==> config.mk <==
export PLATFORM = sky130hd
export DESIGN_NAME = student_tlul_coeff_mem
export DESIGN_NICKNAME = d
export VERILOG_FILES = /design/src/rtl/student_coeff_pkg.sv /design/src/rtl/tlul_pkg.sv /design/src/rtl/student_tlul_req_check.sv /design/src/rtl/student_tlul_coeff_mem.sv
export SDC_FILE = /design/constraint.sdc
export NUM_CORES = 1
export LEC_CHECK = 0
export CORE_UTILIZATION = 45
export DETAILED_ROUTE_END_ITERATION = 8
export GPL_TIMING_DRIVEN = 0
export PLACE_DENSITY = 0.72
export SYNTH_ARGS = -nofsm -noshare
export SYNTH_HDL_FRONTEND = slang
export SYNTH_HIERARCHICAL = 1
export SYNTH_SLANG_ARGS = --single-unit
==> constraint.sdc <==
create_clock -name clk_i -period 7.98 [get_ports clk_i]
set_clock_uncertainty 0.05 [all_clocks]
set_input_delay 1.596 -clock clk_i [delete_from_list [all_inputs] [get_ports clk_i]]
set_output_delay 1.596 -clock clk_i [all_outputs]
set_load 0.01 [all_outputs]
==> src/rtl/student_coeff_pkg.sv <==
// Shared constants, state/error types and byte-merge helper for the coefficient memory.
package student_coeff_pkg;
    localparam int COEFF_W = 32;

    typedef enum logic {
        ST_IDLE,
        ST_RESP
    } fsm_state_e;

    typedef enum logic [2:0] {
        ERR_NONE,
        ERR_RANGE,
        ERR_ALIGN,
        ERR_SIZE,
        ERR_OPCODE,
        ERR_MASK
    } err_cause_e;

    function automatic logic [COEFF_W-1:0] merge_bytes(
        input logic [COEFF_W-1:0]   old_word,
        input logic [COEFF_W-1:0]   new_word,
        input logic [COEFF_W/8-1:0] mask
    );
        logic [COEFF_W-1:0] merged;
        merged = old_word;
        for (int b = 0; b < COEFF_W / 8; b++) begin
            if (mask[b]) begin
                merged[8*b +: 8] = new_word[8*b +: 8];
            end
        end
        return merged;
    endfunction
endpackage

==> src/rtl/tlul_pkg.sv <==
// Minimal TL-UL channel types and opcodes shared by the mux and its device ports.
package tlul_pkg;
    localparam int TL_AW  = 32;
    localparam int TL_DW  = 32;
    localparam int TL_AIW = 8;
    localparam int TL_DIW = 1;
    localparam int TL_SZW = 2;
    localparam int TL_DBW = TL_DW / 8;

    localparam logic [2:0] PutFullData    = 3'h0;
    localparam logic [2:0] PutPartialData = 3'h1;
    localparam logic [2:0] Get            = 3'h4;

    localparam logic [2:0] AccessAck     = 3'h0;
    localparam logic [2:0] AccessAckData = 3'h1;

    typedef struct packed {
        logic              a_valid;
        logic [2:0]        a_opcode;
        logic [2:0]        a_param;
        logic [TL_SZW-1:0] a_size;
        logic [TL_AIW-1:0] a_source;
        logic [TL_AW-1:0]  a_address;
        logic [TL_DBW-1:0] a_mask;
        logic [TL_DW-1:0]  a_data;
        logic              d_ready;
    } tl_h2d_t;

    typedef struct packed {
        logic              d_valid;
        logic [2:0]        d_opcode;
        logic [2:0]        d_param;
        logic [TL_SZW-1:0] d_size;
        logic [TL_AIW-1:0] d_source;
        logic [TL_DIW-1:0] d_sink;
        logic [TL_DW-1:0]  d_data;
        logic              d_error;
        logic              a_ready;
    } tl_d2h_t;
endpackage

==> src/rtl/student_tlul_req_check.sv <==
// Combinational A-channel legality check: flags illegal requests and extracts the word index.
module student_tlul_req_check
    import tlul_pkg::*;
    import student_coeff_pkg::*;
#(
    parameter int DEPTH    = 16,
    parameter int OFFSET_W = 12,
    localparam int IDX_W   = $clog2(DEPTH)
) (
    input  logic [2:0]          opcode,
    input  logic [TL_SZW-1:0]   size,
    input  logic [TL_DBW-1:0]   mask,
    input  logic [OFFSET_W-1:0] offset,
    output logic                err,
    output logic [IDX_W-1:0]    index,
    output logic [2:0]          cause
);
    localparam int unsigned WINDOW_BYTES = DEPTH * 4;

    err_cause_e cause_e;

    // First failing rule wins so the debug cause is unambiguous.
    always_comb begin
        cause_e = ERR_NONE;
        if (32'(offset) >= WINDOW_BYTES) begin
            cause_e = ERR_RANGE;
        end else if (offset[1:0] != 2'b00) begin
            cause_e = ERR_ALIGN;
        end else if (size != 2'd2) begin
            cause_e = ERR_SIZE;
        end else if (opcode != Get && opcode != PutFullData && opcode != PutPartialData) begin
            cause_e = ERR_OPCODE;
        end else if (opcode == PutFullData && mask != 4'hF) begin
            cause_e = ERR_MASK;
        end
    end

    assign err   = (cause_e != ERR_NONE);
    assign index = offset[2 +: IDX_W];
    assign cause = cause_e;
endmodule

==> src/rtl/student_tlul_coeff_mem.sv <==
// TL-UL coefficient memory with a registered datapath read port.
// Optional double buffering via STUDENT_COEFF_MEM_SHADOW_EN (bus->shadow, commit_i copies to active).
module student_tlul_coeff_mem
    import tlul_pkg::*;
    import student_coeff_pkg::*;
#(
    parameter int DEPTH    = 16,
    parameter int OFFSET_W = 12,
    localparam int IDX_W   = $clog2(DEPTH)
) (
    input  logic               clk_i,
    input  logic               rst_i,
    input  tl_h2d_t            tl_i,
    output tl_d2h_t            tl_o,
    input  logic [IDX_W-1:0]   coeff_addr_i,
    output logic [COEFF_W-1:0] coeff_o,
    input  logic               commit_i
);
    fsm_state_e          state;
    logic                d_valid_q;
    logic                d_error_q;
    logic [2:0]          d_opcode_q;
    logic [TL_SZW-1:0]   d_size_q;
    logic [TL_AIW-1:0]   d_source_q;
    logic [COEFF_W-1:0]  d_data_q;

    logic [COEFF_W-1:0]  bus_bank [DEPTH];

    logic                req_err;
    logic [IDX_W-1:0]    req_idx;
    logic [2:0]          req_cause;
    logic                accept;
    logic                is_get;
    logic                wr_en;
    logic [COEFF_W-1:0]  wr_word;
    logic                unused_sigs;

    student_tlul_req_check #(
        .DEPTH    (DEPTH),
        .OFFSET_W (OFFSET_W)
    ) u_req_check (
        .opcode (tl_i.a_opcode),
        .size   (tl_i.a_size),
        .mask   (tl_i.a_mask),
        .offset (tl_i.a_address[OFFSET_W-1:0]),
        .err    (req_err),
        .index  (req_idx),
        .cause  (req_cause)
    );

    assign accept  = tl_i.a_valid && (state == ST_IDLE);
    assign is_get  = (tl_i.a_opcode == Get);
    assign wr_en   = accept && !req_err && !is_get;
    assign wr_word = merge_bytes(bus_bank[req_idx], tl_i.a_data, tl_i.a_mask);

    always_ff @(posedge clk_i) begin
        if (rst_i) begin
            state      <= ST_IDLE;
            d_valid_q  <= 1'b0;
            d_error_q  <= 1'b0;
            d_opcode_q <= '0;
            d_size_q   <= '0;
            d_source_q <= '0;
            d_data_q   <= '0;
        end else begin
            case (state)
                ST_IDLE: begin
                    if (tl_i.a_valid) begin
                        state      <= ST_RESP;
                        d_valid_q  <= 1'b1;
                        d_error_q  <= req_err;
                        d_opcode_q <= is_get ? AccessAckData : AccessAck;
                        d_size_q   <= tl_i.a_size;
                        d_source_q <= tl_i.a_source;
                        d_data_q   <= (is_get && !req_err) ? bus_bank[req_idx] : '0;
                    end
                end
                ST_RESP: begin
                    if (tl_i.d_ready) begin
                        state     <= ST_IDLE;
                        d_valid_q <= 1'b0;
                    end
                end
                default: state <= ST_IDLE;
            endcase
        end
    end

`ifdef STUDENT_COEFF_MEM_SHADOW_EN
    logic [COEFF_W-1:0] active_bank [DEPTH];

    // Commit copies the pre-edge shadow, so a write landing on the same edge stays shadow-only.
    always_ff @(posedge clk_i) begin
        if (rst_i) begin
            for (int i = 0; i < DEPTH; i++) begin
                bus_bank[i]    <= '0;
                active_bank[i] <= '0;
            end
        end else begin
            if (commit_i) begin
                for (int i = 0; i < DEPTH; i++) begin
                    active_bank[i] <= bus_bank[i];
                end
            end
            if (wr_en) begin
                bus_bank[req_idx] <= wr_word;
            end
        end
    end

    always_ff @(posedge clk_i) begin
        if (rst_i) begin
            coeff_o <= '0;
        end else begin
            coeff_o <= active_bank[coeff_addr_i];
        end
    end

    assign unused_sigs = ^{tl_i.a_param, tl_i.a_address[TL_AW-1:OFFSET_W], req_cause};
`else
    always_ff @(posedge clk_i) begin
        if (rst_i) begin
            for (int i = 0; i < DEPTH; i++) begin
                bus_bank[i] <= '0;
            end
        end else if (wr_en) begin
            bus_bank[req_idx] <= wr_word;
        end
    end

    // Reads the pre-edge word, so a same-edge bus write shows up one cycle later.
    always_ff @(posedge clk_i) begin
        if (rst_i) begin
            coeff_o <= '0;
        end else begin
            coeff_o <= bus_bank[coeff_addr_i];
        end
    end

    assign unused_sigs = ^{tl_i.a_param, tl_i.a_address[TL_AW-1:OFFSET_W], req_cause, commit_i};
`endif

    always_comb begin
        tl_o          = '0;
        tl_o.d_valid  = d_valid_q;
        tl_o.d_opcode = d_opcode_q;
        tl_o.d_param  = '0;
        tl_o.d_size   = d_size_q;
        tl_o.d_source = d_source_q;
        tl_o.d_sink   = '0;
        tl_o.d_data   = d_data_q;
        tl_o.d_error  = d_error_q;
        tl_o.a_ready  = (state == ST_IDLE);
    end
endmodule

# [Yosys cells after proc, flatten, opt, wreduce, memory -nomap -nowiden]
# Memories as Yosys holds them, arrays and structs flattened. A register that Yosys moved wholly into a read port is not among the register bits.
# Cells that the tools add are included.
[totals] regBits=48 latchBits=0 ram_bits=512 mem_bits_ro=0 inputBits=93 output_inout_bits=84 elab_cells=58 n_memories=1
[op_classes] n_addsub=0 multipliers=0 div=0 n_lt_le_gt_ge=1 eq_ne=7 n_shift=0 n_mux=25 bitwise_logic=1 n_reduce_logical=16
[memory_table] memory="bus_bank" words=16 width=32 read_ports=2 rd_clocked_by_memory_dff=1 wr=16 line="student_tlul_coeff_mem.sv:27" text="logic [COEFF_W-1:0] bus_bank [DEPTH];"
[ops] cell="$mux 32" n=2
[ops] cell="$mux 8" n=4
[ops] cell="$reduce_or 32->1" n=1
[ops] cell="$mux 3" n=5
[ops] cell="$ge 12x7->1 const B" n=1
[ops] cell="$mux 1" n=11
[ops] cell="$logic_and 1x1->1" n=7
[ops] cell="$ne 2x2->1 const B" n=3
[ops] cell="$reduce_bool 3->1" n=2
[ops] cell="$mux 4" n=1
[ops] cell="$ne 4x4->1 const B" n=1
[ops] cell="$pmux 1 s2" n=2
[ops] cell="$reduce_and 2->1" n=2
[ops] cell="$eq 3x3->1 const B" n=1
[ops] cell="$logic_not 3->1" n=1
[ops] cell="$ne 3x1->1 const B" n=1
[ops] cell="$ne 3x3->1 const B" n=1
[ops] cell="$logic_not 1->1" n=2
[ops] cell="$reduce_bool 2->1" n=1
[ops] cell="$not 1->1" n=1

# [Depth between registers and ports, before layout]
# Gate-level depths: netlist (run 1).
[logic_depth] ltp_word=16 mapped_depth=9 ltp_nobuf=7

# [Hierarchy]
# The synthesis (run 1) kept the hierarchy.
[by_module_without_submodules] module="student_tlul_coeff_mem" instances=1 cells_per_inst=2229 area_per_inst_um2=28820.1 seq_area_each_um2=16936.2
[by_module_without_submodules] module="student_tlul_req_check" instances=1 cells_per_inst=18 area_per_inst_um2=128.9 seq_area_each_um2=0.0

# [Least setup slack after synthesis (run 1)]
# No wires, ideal clock.
[synth_timing] path_kind="input-to-reg" startpoint="in tl_i[44] in the netlist's numbering" endpoint="mem bus_bank[12][0], enable pin" setup_time_ns=0.394 t_arrival_ns=4.280 t_required_ns=7.536 setup_slack_ns=3.256 cell_stages=7 path_buffers=0 path_cell_list="or4_4 -> nor3_4 -> nand3_1 -> or4b_4 -> nor4b_4 -> nand2_1 -> nand2b_1"
[synth_lines] item="start: declaration" line="student_tlul_coeff_mem.sv:13" text="input tl_h2d_t tl_i,"
[synth_lines] item="end: declaration" line="student_tlul_coeff_mem.sv:27"

==> run metrics, run 1 <==
CTS tree=done; hold_sp=d_size_q[0]$_SDFFE_PP0N_; Max clock buf depth=3; CTS Root Cell=clkbuf_16; CP arrival=approximately 5300 ps; I/O Buffers=approximately 140; post-DR vias/cell=roughly 6.7; worst r2r src=state$_SDFF_PP0_; Clock power frac=between 40% and 50%; Ports=around 180; total grt overflow=0; R2R setup slack=about 5000 ps; status=finished with violations; Crit-path slowest cell=or4b_4; YS warnings=6; min-delay worst type=flip-flop to flip-flop; Final Core Density=53.6%; die span in y=around 260 µm; Sink Count=slightly below 600; proportion of power drawn by combinational gates=11.4%; Least-Margin Pin Slew=roughly 1500 ps; final setup vio count=0; Total Wirelength=between 100000 and 150000 µm; top routing layer in use=met5; Worst-path clk slew=~60 ps; Cell Int Power=5.58 mW; f_max=~200 MHz; Initial Utilization=about 46%; DR WL met3=approximately 16000 µm; critical path type=input pin to flip-flop; Post-CTS Repair Setup Buffers=0; fillers=5313; DR pass1 iterations=7; syn_area_per_cell=12.9 µm²; core footprint=0.0633 mm²; worst-case reg-to-reg path depth=5; Final Max Slew Viols=11; length of routed met2 wiring=46300 µm; Max Cap Violations=2; Rows=92; post_cts resized=0; H-tree depth=3; Reg power frac=47.0%; Post-Layout Cell Count=3371; share of layout cells above drive strength 1=14.3%; Worst Hold Endpoint=d_size_q[0]$_SDFFE_PP0N_; most frequent cell on the critical path=nand3_1; Crit Reg-Reg Endpoint=bus_bank[15][11]$_SDFFCE_PN0P_; synthesized area=between 0.02 and 0.03 mm²; M1 WL=~37000 µm; Final TNS setup=0 ps; failing checks=max-capacitance violations, max-slew violations; Synth Instances=~2200; Sw Share=between 20% and 30%; min cycle time layout=5050 ps; Crit path max-delay family=simple AND/OR/NAND/NOR gates; gpl congestion=~1.0; CP Capture Type=flip-flop; GRT Total Usage=between 30% and 40%; drt drc=0; Area growth syn-to-layout=17.3%; hold_buf cts=0; Clk Latency, worst-skew pair=between 600 and 700 ps; die area=0.0653 mm²; CTS buffer count=66; dpl cells=about 3200; initial DRC count=around 3800; first-pass GRT wire length=152000 µm; final period utilization=approximately 63%; Cell Chain, Critical Path=clkdlybuf4s50_1, nand4_1, a21oi_1, nand3_1, or4b_4, nor3_2, nand3_1, nand2b_2, buf_12; Hold Path Depth=2; Rel. slew slack=-2.09%; number of buffers and inverters on the critical path=2; Max IR drop VDD=0.152 mV; pin count of the biggest net entering global routing=27; drt wl/cell=about 32 µm; RSZ-0062 raised after global routing=false; Post-DRT Antenna Nets=0; Psw=around 1.9 mW; CP startpoint kind=input pin; initial antenna violation count=2; via count=about 23000; nets=approximately 2600; Critical Path RT=8230 ps; Static Leak=about 12 nW; die width=between 200 and 300 µm; HPWL Detailed=around 76000 µm; Max Fanout on Critical Path=18; Crit path largest cell delay=a little under 700 ps; Final Hold Fails=0; vias in the first global route=21956; PD cells=between 200 and 250 mW/mm²
[registers in the layout (all words and copies together) (netlist names)]
register    count
d_valid_q       1
d_size_q        2
d_data_q       32
bus_bank      512
d_opcode_q      1
d_error_q       1
d_source_q      8
coeff_o        32
state           1
[cell type report]
class / instances / area (µm²) / share of cell area [%]
diodes: 2 / 5.00 / 0.0147
plain buffers: 194 / 897 / 2.64
clock buffers: 96 / 1910 / 5.63
clock inverters: 25 / 248 / 0.730
inverters: 1 / 3.75 / 0.0111
multi-input cells: 1462 / 11100 / 32.8
flip-flops and latches: 590 / 16900 / 49.9
well taps: 846 / 1060 / 3.12
repair buffers: 155 / 1730 / 5.11
[tightest hold or removal path, delay by kind of cell, from the launching register on]
family	cells	cell delay [ps]
compound gates	1	50
flops	1	310
simple gates	1	50
[cells in the final DEF (no fill, tap or decap), types with 35 or more instances in the layout]
cell type	instances
a22oi_1	128
a32oi_1	106
buf_2	95
clkbuf_1	87
clkbuf_16	71
clkdlybuf4s50_1	139
dfxtp_1	78
edfxtp_1	512
mux2i_1	312
mux4_2	114
nand2_1	106
nand3_1	35
nor2_1	525
[through the flow]
stage / setup WS [ps] / power, mW / instance area (µm²) / hold slack, ps
after floorplan: 3310 / 4.02 / 28900 / 387
after global routing: 2850 / 7.58 / 33900 / 440
after global placement: 1540 / 4.35 / 31400 / 394
after detailed placement: 2390 / 4.38 / 31800 / 405
after CTS: 2980 / 7.41 / 33900 / 413
final: 2930 / 7.46 / 33900 / 408
[power groups by stage]
stage | clock network (mW) | registers (mW) | logic [mW]
2_1_floorplan | 0 | 3.56 | 0.456
3_3_place_gp | 0 | 3.57 | 0.776
3_5_place_dp | 0 | 3.57 | 0.812
4_1_cts | 3.09 | 3.51 | 0.816
5_1_grt | 3.20 | 3.52 | 0.864
6_report | 3.10 | 3.51 | 0.850
[worst max-delay path by stage]
stage	cells after the start	slack (ps)	to	startpoint
after floorplan	7	3310	bus_bank[12][0]$_SDFFCE_PN0P_	tl_i[44]
after global placement	8	1540	bus_bank[15][14]$_SDFFCE_PN0P_	tl_i[34]
after detailed placement	9	2390	bus_bank[15][15]$_SDFFCE_PN0P_	tl_i[33]
after CTS	9	2980	bus_bank[15][11]$_SDFFCE_PN0P_	tl_i[33]
after global routing	9	2850	bus_bank[15][11]$_SDFFCE_PN0P_	tl_i[33]
final	9	2930	bus_bank[15][11]$_SDFFCE_PN0P_	tl_i[34]
[routing by layer]
layer,track usage (%),up-vias
li1,-,9037
met1,41.3,11153
met2,47.3,2131
met3,10.3,428
met4,20.3,2
met5,0,-
Note: power is estimated with default switching activity, not from simulation.
==> run 2: changes to the inputs <==
PLACE_DENSITY = 0.75   (was 0.72)
clock period = 4.3 ns   (was 7.98 ns; I/O delays follow)
==> run 2 against run 1 <==
The flow now finishes without violations; first-iteration DRC count about the same; count of clock-buffer cells in the layout down 3; non-clock buffer count unchanged; register-to-register slack worse by 3500 ps; sequential power up 86%; final cell count down 0.12%; die area unchanged; hold slack worse by 3.8 ps; routed wire length down 0.15%.
==> run metrics, run 2 (synthesized netlist as in run 1, its figures left out) <==
status=finished clean; Initial Utilization=45.7% (unchanged); die span in y=255 µm (unchanged); Final Hold Fails=0 (unchanged); f_max=244 MHz; Clk Latency, worst-skew pair=620 ps (about the same); initial DRC count=3825 (+0.026%); Worst-path clk slew=60 ps (about the same); Post-DRT Antenna Nets=0 (unchanged); Crit-path slowest cell=or4b_4; RSZ-0062 raised after global routing=false; final period utilization=between 90% and 100%; critical path type=input pin to flip-flop; initial antenna violation count=2 (unchanged); CP startpoint kind=input pin; PnR Total Power=13.8 mW (+85%); nets=2563 (unchanged); CTS buffer count=66 (unchanged); Largest Register=bus_bank; HPWL Detailed=75500 µm (-1.1%); Area growth syn-to-layout=17.2% (about the same); CTS tree=done; biggest regs=bus_bank x512, coeff_o x32, d_data_q x32; gpl congestion=0.989 (-0.64%); Max Cap Violations=0 (-2); die width=255 µm (unchanged); vias in the first global route=22137 (+0.82%); Ports=177 (unchanged); most common cell after layout, fill and taps aside=nor2_1; first-pass GRT wire length=152000 µm (about the same); fillers=5276 (-0.70%); I/O Buffers=139 (unchanged); Total Wirelength=108000 µm (-0.15%); hold_buf cts=0 (unchanged); DR pass1 iterations=7 (unchanged); die area=0.0653 mm² (unchanged); Crit path max-delay family=simple AND/OR/NAND/NOR gates; pin count of the biggest net entering global routing=27 (unchanged); Max Fanout on Critical Path=22 (+4); drt drc=0 (unchanged); post_cts resized=0 (unchanged); Least-Margin Pin Slew=1330 ps (-198 ps); core footprint=0.0633 mm² (unchanged); H-tree depth=3 (unchanged); Max clock buf depth=3 (unchanged); Crit path largest cell delay=690 ps (about the same); commonest non-fill, non-tap cells in the layout=nor2_1, edfxtp_1, mux2i_1; total grt overflow=0 (unchanged); Final Max Slew Viols=0 (-11); Finished Cell Area=0.0339 mm² (about the same); Sink Count=590 (unchanged); final setup vio count=0 (unchanged); CP arrival=4330 ps (-970 ps); drt wl/cell=32.0 µm (about the same); number of diodes=0 (-2); number of buffers and inverters on the critical path=2 (unchanged); Critical Path RT=4530 ps (-3700 ps); post-DR vias/cell=6.78 (+0.50%); placed cell area=0.0317 mm² (about the same); Static Leak=12.2 nW (about the same); min cycle time layout=4100 ps; Rel. slew slack=11.1% (+13 points); Max IR drop VDD=0.348 mV (+130%); min-delay worst type=flip-flop to flip-flop; GRT Total Usage=32.2% (about the same); via count=22838 (+0.38%); PD cells=407 mW/mm² (+85%); Post-CTS Repair Setup Buffers=0 (unchanged); CP Capture Type=flip-flop; Rows=92 (unchanged); share of layout cells above drive strength 1=14.4% (+0.17 points); Largest register FFs=512 (unchanged); Cell Chain, Critical Path=clkdlybuf4s50_1, nand4_1, a21oi_1, nand3_1, or4b_4, nor4b_4, nand2_1, nand2b_2, buf_12; CTS Root Cell=clkbuf_16; Final Core Density=53.5% (about the same)
==> run 2: cell count changes in the layout (fill, tap and decap cells not counted), sizes merged <==
cell,before,now
clkbuf,163,160
clkinvlp,0,1
inv,2,5
diode,2,0
bufinv,5,4
clkinv,19,17
==> run 2: metal layers <==
layer | vias to the layer above | share of wire [%] | track usage [%]
li1 | 9027 | - | -
met1 | 11206 | 34 | 40.9
met2 | 2187 | 43 | 47.0
met3 | 416 | 16 | 11.6
met4 | 2 | 7.5 | 20.0
met5 | - | 0.010 | 0
==> run 2: final timing paths <==
check / start / to / slack [ps] / cells past startpoint
worst max-delay path: tl_i[34] / bus_bank[12][19]$_SDFFCE_PN0P_ / 200 / 9
worst min-delay path: d_source_q[5]$_SDFFE_PP0N_ / d_source_q[5]$_SDFFE_PP0N_ / 400 / 2
worst max register to register: state$_SDFF_PP0_ / bus_bank[12][19]$_SDFFCE_PN0P_ / 1440 / 5
worst min register to register: d_source_q[5]$_SDFFE_PP0N_ / d_source_q[5]$_SDFFE_PP0N_ / 400 / 2
==> run 2: layout make-up <==
cell class	instances	area, µm²	share of cell area (%)
well taps	846	1060	3.12
multi-input cells	1462	11100	32.9
inverters	1	3.75	0.0111
plain buffers	194	897	2.65
clock inverters	26	239	0.705
repair buffers	155	1710	5.05
flip-flops and latches	590	16900	50.0
clock buffers	93	1920	5.66
==> run 2: tightest hold or removal path: cells and delay by family, from the launching register on <==
| family | cells | cell delay, ps |
|---|---|---|
| AOI/OAI and AO/OA | 1 | 50 |
| and+or+nand+nor | 1 | 50 |
| DFF | 1 | 300 |
==> run 2: report_power, final <==
| part | switching, mW | leakage (nW) | internal [mW] |
|---|---|---|---|
| logic | 1.02 | 5.28 | 0.560 |
| clock network | 2.35 | 1.06 | 3.36 |
| registers | 0.107 | 5.90 | 6.41 |
==> run 2: through the flow <==
| stage | std cells | TNS, ps | hold WS [ps] | setup slack (ps) |
|---|---|---|---|---|
| 2_1_floorplan | 2247 | 0 | 387 | 369 |
| 3_3_place_gp | 3232 | -632390 | 395 | -1380 |
| 3_5_place_dp | 3248 | -87890 | 397 | -340 |
| 4_1_cts | 3367 | 0 | 404 | 270 |
| 5_1_grt | 3367 | 0 | 431 | 141 |
| 6_report | 3367 | 0 | 405 | 199 |
